## src/rtl/cfg_loader.sv

```systemverilog
// Serial configuration loader: hunts for a sync word, shifts in a 38-bit
// config frame with even parity, and commits it to the outputs atomically.
module cfg_loader #(
  parameter logic [7:0] SYNC_WORD = 8'hB2,
  parameter int         TIMEOUT   = 255
) (
  input  logic        K,
  input  logic        RST,
  input  logic        PROG,
  input  logic        DIN,
  input  logic        DVALID,
  output logic [15:0] MEM,
  output logic [1:0]  COMBOPT,
  output logic [1:0]  MUX2SEL,
  output logic [1:0]  MUX3SEL,
  output logic [1:0]  MUX4SEL,
  output logic [1:0]  MUX5SEL,
  output logic [1:0]  MUX6SEL,
  output logic [5:0]  O2M,
  output logic [1:0]  DQMUX,
  output logic        FOL,
  output logic        QINIT,
  output logic        BUSY,
  output logic        DONE,
  output logic        ERR,
  output logic        CFG_VALID
);

  // state | meaning
  // IDLE  | no load in progress, DVALID ignored
  // HUNT  | sliding search for SYNC_WORD
  // DATA  | shifting 38 config bits into the shadow
  // PAR   | waiting for the parity bit, commit or fail
  typedef enum logic [1:0] {IDLE, HUNT, DATA, PAR} state_t;

  localparam int              CW          = $clog2(TIMEOUT + 1);
  localparam logic [CW-1:0]   IDLE_LOAD   = CW'(TIMEOUT - 1);
  localparam logic [37:0]     CFG_DEFAULT = {16'h0116, 2'b00, 2'b10, 2'b10, 2'b10,
                                             2'b00, 2'b00, 6'b000111, 2'b00, 1'b0, 1'b0};

  state_t        state, state_nxt;
  // Only seven bits are held; the live DIN completes the 8-bit window so the
  // first data bit may follow the sync word on the very next DVALID.
  logic [6:0]    sync_q;
  logic [7:0]    sync_win;
  logic [37:0]   shadow_q;
  logic [37:0]   cfg_q;
  logic [5:0]    bit_cnt;
  logic [CW-1:0] idle_cnt;
  logic          done_q, err_q, cv_q;
  logic          timeout, commit, fail, par_ok;

  assign sync_win = {sync_q, DIN};
  assign par_ok   = ~(^shadow_q ^ DIN);
  assign timeout  = (state != IDLE) && !DVALID && (idle_cnt == '0);

  always_ff @(posedge K) begin
    if (RST) state <= IDLE;
    else     state <= state_nxt;
  end

  always_comb begin
    state_nxt = state;
    commit    = 1'b0;
    fail      = 1'b0;
    if (PROG) begin
      state_nxt = HUNT;
    end else begin
      case (state)
        HUNT:    if (DVALID && sync_win == SYNC_WORD) state_nxt = DATA;
        DATA:    if (DVALID && bit_cnt == 6'd37)      state_nxt = PAR;
        PAR: begin
          if (DVALID) begin
            state_nxt = IDLE;
            commit    = par_ok;
            fail      = !par_ok;
          end
        end
        default: state_nxt = IDLE;
      endcase
      if (timeout) begin
        state_nxt = IDLE;
        fail      = 1'b1;
      end
    end
  end

  always_ff @(posedge K) begin
    if (RST) begin
      sync_q   <= '0;
      shadow_q <= '0;
      cfg_q    <= CFG_DEFAULT;
      bit_cnt  <= '0;
      idle_cnt <= IDLE_LOAD;
      done_q   <= 1'b0;
      err_q    <= 1'b0;
      cv_q     <= 1'b0;
    end else begin
      done_q <= commit;
      if (PROG) begin
        sync_q   <= '0;
        shadow_q <= '0;
        bit_cnt  <= '0;
        idle_cnt <= IDLE_LOAD;
        err_q    <= 1'b0;
        cv_q     <= 1'b0;
      end else begin
        if (DVALID || state_nxt != state) idle_cnt <= IDLE_LOAD;
        else if (idle_cnt != '0)          idle_cnt <= idle_cnt - CW'(1);
        if (state == HUNT) begin
          bit_cnt <= '0;
          if (DVALID) sync_q <= sync_win[6:0];
        end
        if (state == DATA && DVALID) begin
          shadow_q <= {shadow_q[36:0], DIN};
          bit_cnt  <= bit_cnt + 6'd1;
        end
        if (commit) begin
          cfg_q <= shadow_q;
          cv_q  <= 1'b1;
        end
        if (fail) err_q <= 1'b1;
      end
    end
  end

  assign BUSY      = (state != IDLE);
  assign DONE      = done_q;
  assign ERR       = err_q;
  assign CFG_VALID = cv_q;

  assign MEM     = cfg_q[37:22];
  assign COMBOPT = cfg_q[21:20];
  assign MUX2SEL = cfg_q[19:18];
  assign MUX3SEL = cfg_q[17:16];
  assign MUX4SEL = cfg_q[15:14];
  assign MUX5SEL = cfg_q[13:12];
  assign MUX6SEL = cfg_q[11:10];
  assign O2M     = cfg_q[9:4];
  assign DQMUX   = cfg_q[3:2];
  assign FOL     = cfg_q[1];
  assign QINIT   = cfg_q[0];

endmodule

```

## config.mk

```make
export PLATFORM = sky130hd
export DESIGN_NAME = cfg_loader
export DESIGN_NICKNAME = d
export VERILOG_FILES = /design/src/rtl/cfg_loader.sv
export SDC_FILE = /design/constraint.sdc
export NUM_CORES = 1
export LEC_CHECK = 0
export ABC_CLOCK_PERIOD_IN_PS = 5100
export BUFFER_PORTS_ARGS = -buffer_cell sky130_fd_sc_hd__buf_2
export CAP_MARGIN = 20
export CORE_UTILIZATION = 25
export CTS_CLUSTER_SIZE = 28
export DETAILED_ROUTE_END_ITERATION = 10
export PLACE_DENSITY_LB_ADDON = 0.12
export SLEW_MARGIN = 20
export SYNTH_ARGS = -nofsm -noshare
export SYNTH_HDL_FRONTEND = slang
export SYNTH_SLANG_ARGS = --single-unit
```

## constraint.sdc

```tcl
create_clock -name K -period 5.1 [get_ports K]
set_input_delay 1.275 -clock K [delete_from_list [all_inputs] [get_ports K]]
set_output_delay 1.275 -clock K [all_outputs]
set_load 0.01 [all_outputs]
```

======== Word level (Yosys, flattened, before mapping) ========
Index checks and enable logic that the tools add are counted.
operators by class
  equal/unequal tests ..................... 6
  add/subtract/negate cells ............... 2
  bitwise logic cells ..................... 3
  reductions and logical operators ........ 16
  multiplexer cells ....................... 15
operators with widths
  operator                                                                number
  38-bit XOR reduction                                                    1
  6-bit 2-to-1 mux                                                        2
  2-bit 2-to-1 mux                                                        5
  8-bit equality test (second input constant)                             1
  8-bit zero test                                                         1
  8-bit nonzero test                                                      1
  8-bit by 1-bit subtractor with 8-bit output (second input constant)     1
  1-bit 2-to-1 mux                                                        7
  6-bit by 1-bit adder with 6-bit output (second input constant)          1
  6-bit equality test (second input constant)                             1
  2-bit one-hot mux with 3 select lines                                   1
  1-bit logical AND                                                       5
  2-bit equality test (second input constant)                             2
  2-bit AND reduction                                                     2
  2-bit nonzero test                                                      2
  3-bit OR reduction                                                      1
  2-bit by 1-bit equality test with 1-bit output (second input constant)  1
  2-bit != test                                                           1
  1-bit inverter                                                          2
  2-bit OR reduction                                                      1
  1-bit zero test                                                         1
  1-bit logical OR                                                        1
  1-bit bitwise XOR                                                       1
word-level totals
  logic and storage cells ................. 51
  input port bits ......................... 5
  bits in registers ....................... 102

======== Logic depth before layout (Yosys ltp) ========
  depth in word-level cells ............... 9
  gate-level depth with buffers ........... 8
  gate-level depth less buffers ........... 8

======== Least setup slack after synthesis ========
OpenSTA, ideal clock, no wires.
  kind .................................... input port to flip-flop
  start point ............................. in DVALID
  end point ............................... reg idle_cnt[0]
  stages .................................. 7
  slack ................................... 2267 ps
  data arrival time ....................... 2718 ps
  cell sequence ........................... buf_2 nand4b_1 or4_1 a31oi_1 a2bb2oi_2 a2111oi_4 and2_1
between the ends
  word-level cells in the longest chain between the ends .. 8
  elaborated cells between the ends (all ways) .. 14
RTL lines
  element                                                                            line    text
  start: declaration                                                                 11      input logic DVALID,
  1-bit logical AND, or another cell as far along                                    71      DATA: if (DVALID && bit_cnt == 6'd37) state_nxt = PAR;
  2-bit 2-to-1 mux, or another cell as far along                                     71
  2-bit one-hot mux with 3 select lines / 1-bit logical AND (equally long branches)  69, 55
  2-bit 2-to-1 mux                                                                   81      if (timeout) begin
  2-bit 2-to-1 mux                                                                   66      if (PROG) begin
  2-bit != test                                                                      108     if (DVALID || state_nxt != state) idle_cnt <= IDLE_LOAD;
  1-bit logical OR (*)                                                               108
  3-bit OR reduction (no line) (*)                                                   -
  end signal: assignment                                                             109     else if (idle_cnt != '0) idle_cnt <= idle_cnt - CW'(1);
  end: declaration                                                                   49      logic [CW-1:0] idle_cnt;
Mark *: on every way between the ends. The rest lies on a longest branch, timed or not.
A chain may end at the register's enable or synchronous reset.

======== Worst setup path after layout ========
  start point ............................. in DIN
  end point ............................... reg cfg_q[10]
between the ends
  word-level cells in the longest chain between the ends .. 6
RTL lines
  element                        line  text
  start: declaration             10    input logic DIN,
  1-bit bitwise XOR              54    assign par_ok = ~(^shadow_q ^ DIN);
  1-bit inverter                 54
  1-bit 2-to-1 mux               73    if (DVALID) begin
  1-bit 2-to-1 mux               69    case (state)
  1-bit 2-to-1 mux               66
  2-bit AND reduction (no line)  -
  end signal: assignment         119   cfg_q <= shadow_q;
  end: declaration               47    logic [37:0] cfg_q;
Every way passes these cells.

==> flow_summary.json <==
{
  "multi_input_area_um2": 2350,
  "synth_area_per_cell_um2": 8.96,
  "fin_skew_ns": 0.0126,
  "initial_core_util": 0.259,
  "fin_nets": 544,
  "finalHoldViolations": 0,
  "cts.sinks": 102,
  "crit_path_end_kind": "flop",
  "ctsResizeCount": 0,
  "met2_length_um": 4170,
  "root_buffer": "clkbuf_16",
  "rsz0062_at_grt": "false",
  "postCtsSetupBuffers": 0,
  "critPathArrivalTime_ns": 3.55,
  "num_rows": 48,
  "register_area_um2": 2040,
  "post-dp-hpwl_um": 6350,
  "syn_to_final_growth_pct": 15.8,
  "cts-htree-levels": 3,
  "via_per_inst": 4.35,
  "max-cap-violations": 0,
  "cpPeakStageDelay_ns": 0.78,
  "drive_gt1_frac": 0.148,
  "postRouteWirelength_um": 9820,
  "ant_nets": 0,
  "drtPass1Iterations": 4,
  "cts_made_buffers": 9,
  "ys_warn_count": 0,
  "synthesis.area_um2": 4530,
  "synth_cells": 505,
  "power.leakage_nw": 1.75,
  "route.detailed.drc": 0,
  "synth_most_common_cell": "dfxtp_1",
  "ir_drop_uv": 152,
  "synth-edff-count": 0,
  "clkTransAtPathRegs_ns": 0.07,
  "die_h_um": 137,
  "die-area_um2": 18700,
  "num_vias": 3328,
  "path_delay_family": "multiplexers",
  "grt_pass1_vias": 3080,
  "die_w_um": 137,
  "clock_latency_ns": 0.36,
  "cts_hold_buf": 0,
  "setup-violations-final": 0,
  "post-route-min-period_ns": 3.27,
  "worstPathMaxFanout": 21,
  "ios": 47,
  "power.density_nw_per_um2": 285,
  "grt_max_degree": 79,
  "antenna_found_initial": 0,
  "synth_top_cell_area_share": 0.451,
  "grt_util_all_layers": 0.113,
  "synthTopCellsByCount": "102 x dfxtp_1, 85 x nand2_1, 59 x nand2b_1, 46 x mux2i_1, 45 x a21oi_1",
  "cts_tree": "yes",
  "cp_common_cell": "xnor2_1",
  "tns_ns": 0,
  "synth_cell_types": 41,
  "topRoutingLayerUsed": "met4",
  "n_fill_cell": 1849,
  "yosysTopAreaCell": "dfxtp_1",
  "crit_required_ns": 5.38,
  "fmax_ghz": 0.306,
  "hold_path_class": "flop to flop",
  "detail_route.iter0.violations": 122,
  "coreArea_um2": 17500,
  "crit_slowest_cell": "mux2i_4",
  "numPortBuffers": 46,
  "gp_congestion": 0.710,
  "period_share": 0.640,
  "maxSlewHeadroom": 0.353,
  "diodes": 0,
  "slew_violations": 0,
  "wl_per_cell_um": 12.8,
  "m1WireLength_um": 5040,
  "status": "completed",
  "clockBufferDepth": 2,
  "grt_overflow": 0,
  "synth_flop_cell": "dfxtp_1",
  "path_class": "input port to flop",
  "synth_nets": 513,
  "tightest_slew_ns": 0.951,
  "grt_first_pass_wirelength_um": 16000,
  "netlist_top_cells_area": "dfxtp_1 45%, mux2i_1 10%, nand2b_1 8.2%",
  "wl_met3_um": 338,
  "seq_area_frac_synth": 0.451,
  "fin_util": 0.300,
  "yosys_register_bits": 102,
  "cp.buffers_inverters": 2,
  "cp-start-kind": "input port",
  "async_flop_share": 0,
  "cp_cell_sequence": "buf_2 > xnor2_1 > xnor2_1 > xnor2_1 > xnor3_1 > mux2i_4 > buf_12 > mux2i_1"
}
-- routing by layer --
metal / track usage / vias to the layer above
met5: 0 / -
met4: 0.0667 / 0
met3: 0.0230 / 16
met2: 0.164 / 55
met1: 0.153 / 1523
li1: - / 1734
-- flip-flops by register name (all words and copies together) (netlist names) --
name	flops
shadow_q	38
CFG_VALID	1
bit_cnt	6
cfg_q	38
idle_cnt	8
sync_q	7
DONE	1
ERR	1
state	2
-- power by group --
group	switching, mW	leakage (nW)	internal, mW	total [mW]
clock	0.318	0.128	0.332	0.650
sequential	0.00173	0.822	0.797	0.799
combinational	0.0286	0.803	0.0172	0.0458
total	0.349	1.75	1.15	1.49
-- worst paths after layout --
| path | start | end | slack, ns | cells after the start |
|---|---|---|---|---|
| worst min register to register | CFG_VALID$_SDFFE_PP0P_ | CFG_VALID$_SDFFE_PP0P_ | 0.46 | 2 |
| worst max-delay path | DIN | cfg_q[10]$_SDFFE_PP0P_ | 1.83 | 8 |
| worst min-delay path | CFG_VALID$_SDFFE_PP0P_ | CFG_VALID$_SDFFE_PP0P_ | 0.46 | 2 |
| worst max register to register | shadow_q[9]$_SDFFE_PP0P_ | cfg_q[10]$_SDFFE_PP0P_ | 2.24 | 7 |
-- worst reg2reg max path, stage by stage, from the launching register on --
cell and delay (ns):
dfxtp_1 0.38, xnor3_1 0.43, xnor3_1 0.24, xnor3_1 0.28, nand2b_1 0.20, mux2i_4 0.75
buf_12 0.29, mux2i_1 0.21
-- kinds of logic after synthesis --
kind of cell    after synthesis  share of synthesized area
compound gates               62                     0.0813
xor+xnor                     39                     0.0876
fa+ha+maj                     3                    0.00829
buf+inv                      35                     0.0337
flops                       102                      0.451
mux                          48                      0.107
simple gates                216                      0.231
-- cell usage in the layout (no fill, tap or decap), drive strengths merged, types with 4 or more instances in the layout --
cell	Yosys	final
a21oi	45	45
buf	9	50
clkbuf	21	9
dfxtp	102	102
inv	5	7
mux2i	46	46
nand2	85	85
nand2b	59	59
nand3	9	9
nor2	42	42
o21ai	7	7
or2	4	4
xnor2	30	30
xnor3	4	4
xor2	5	5
-- per-stage QoR --
stage	power, mW	hold WS (ns)	cells	area [µm²]	setup slack [ns]
after floorplan	0.852	0.459	505	4530	2.27
after global placement	0.864	0.438	750	4960	1.44
after detailed placement	0.864	0.445	750	4970	1.43
after CTS	1.53	0.460	765	5240	1.78
after global routing	1.56	0.488	765	5240	1.67
final	1.49	0.457	765	5240	1.83
-- layout make-up --
cell class	instances	share of cell area
Sequential cell	102	0.390
Inverter	5	0.00358
Clock buffer	9	0.0430
Tap cell	225	0.0537
Timing Repair Buffer	50	0.0521
Multi-Input combinational cell	368	0.449
Clock inverter	6	0.00883
Power figures use the tool's default switching activity.
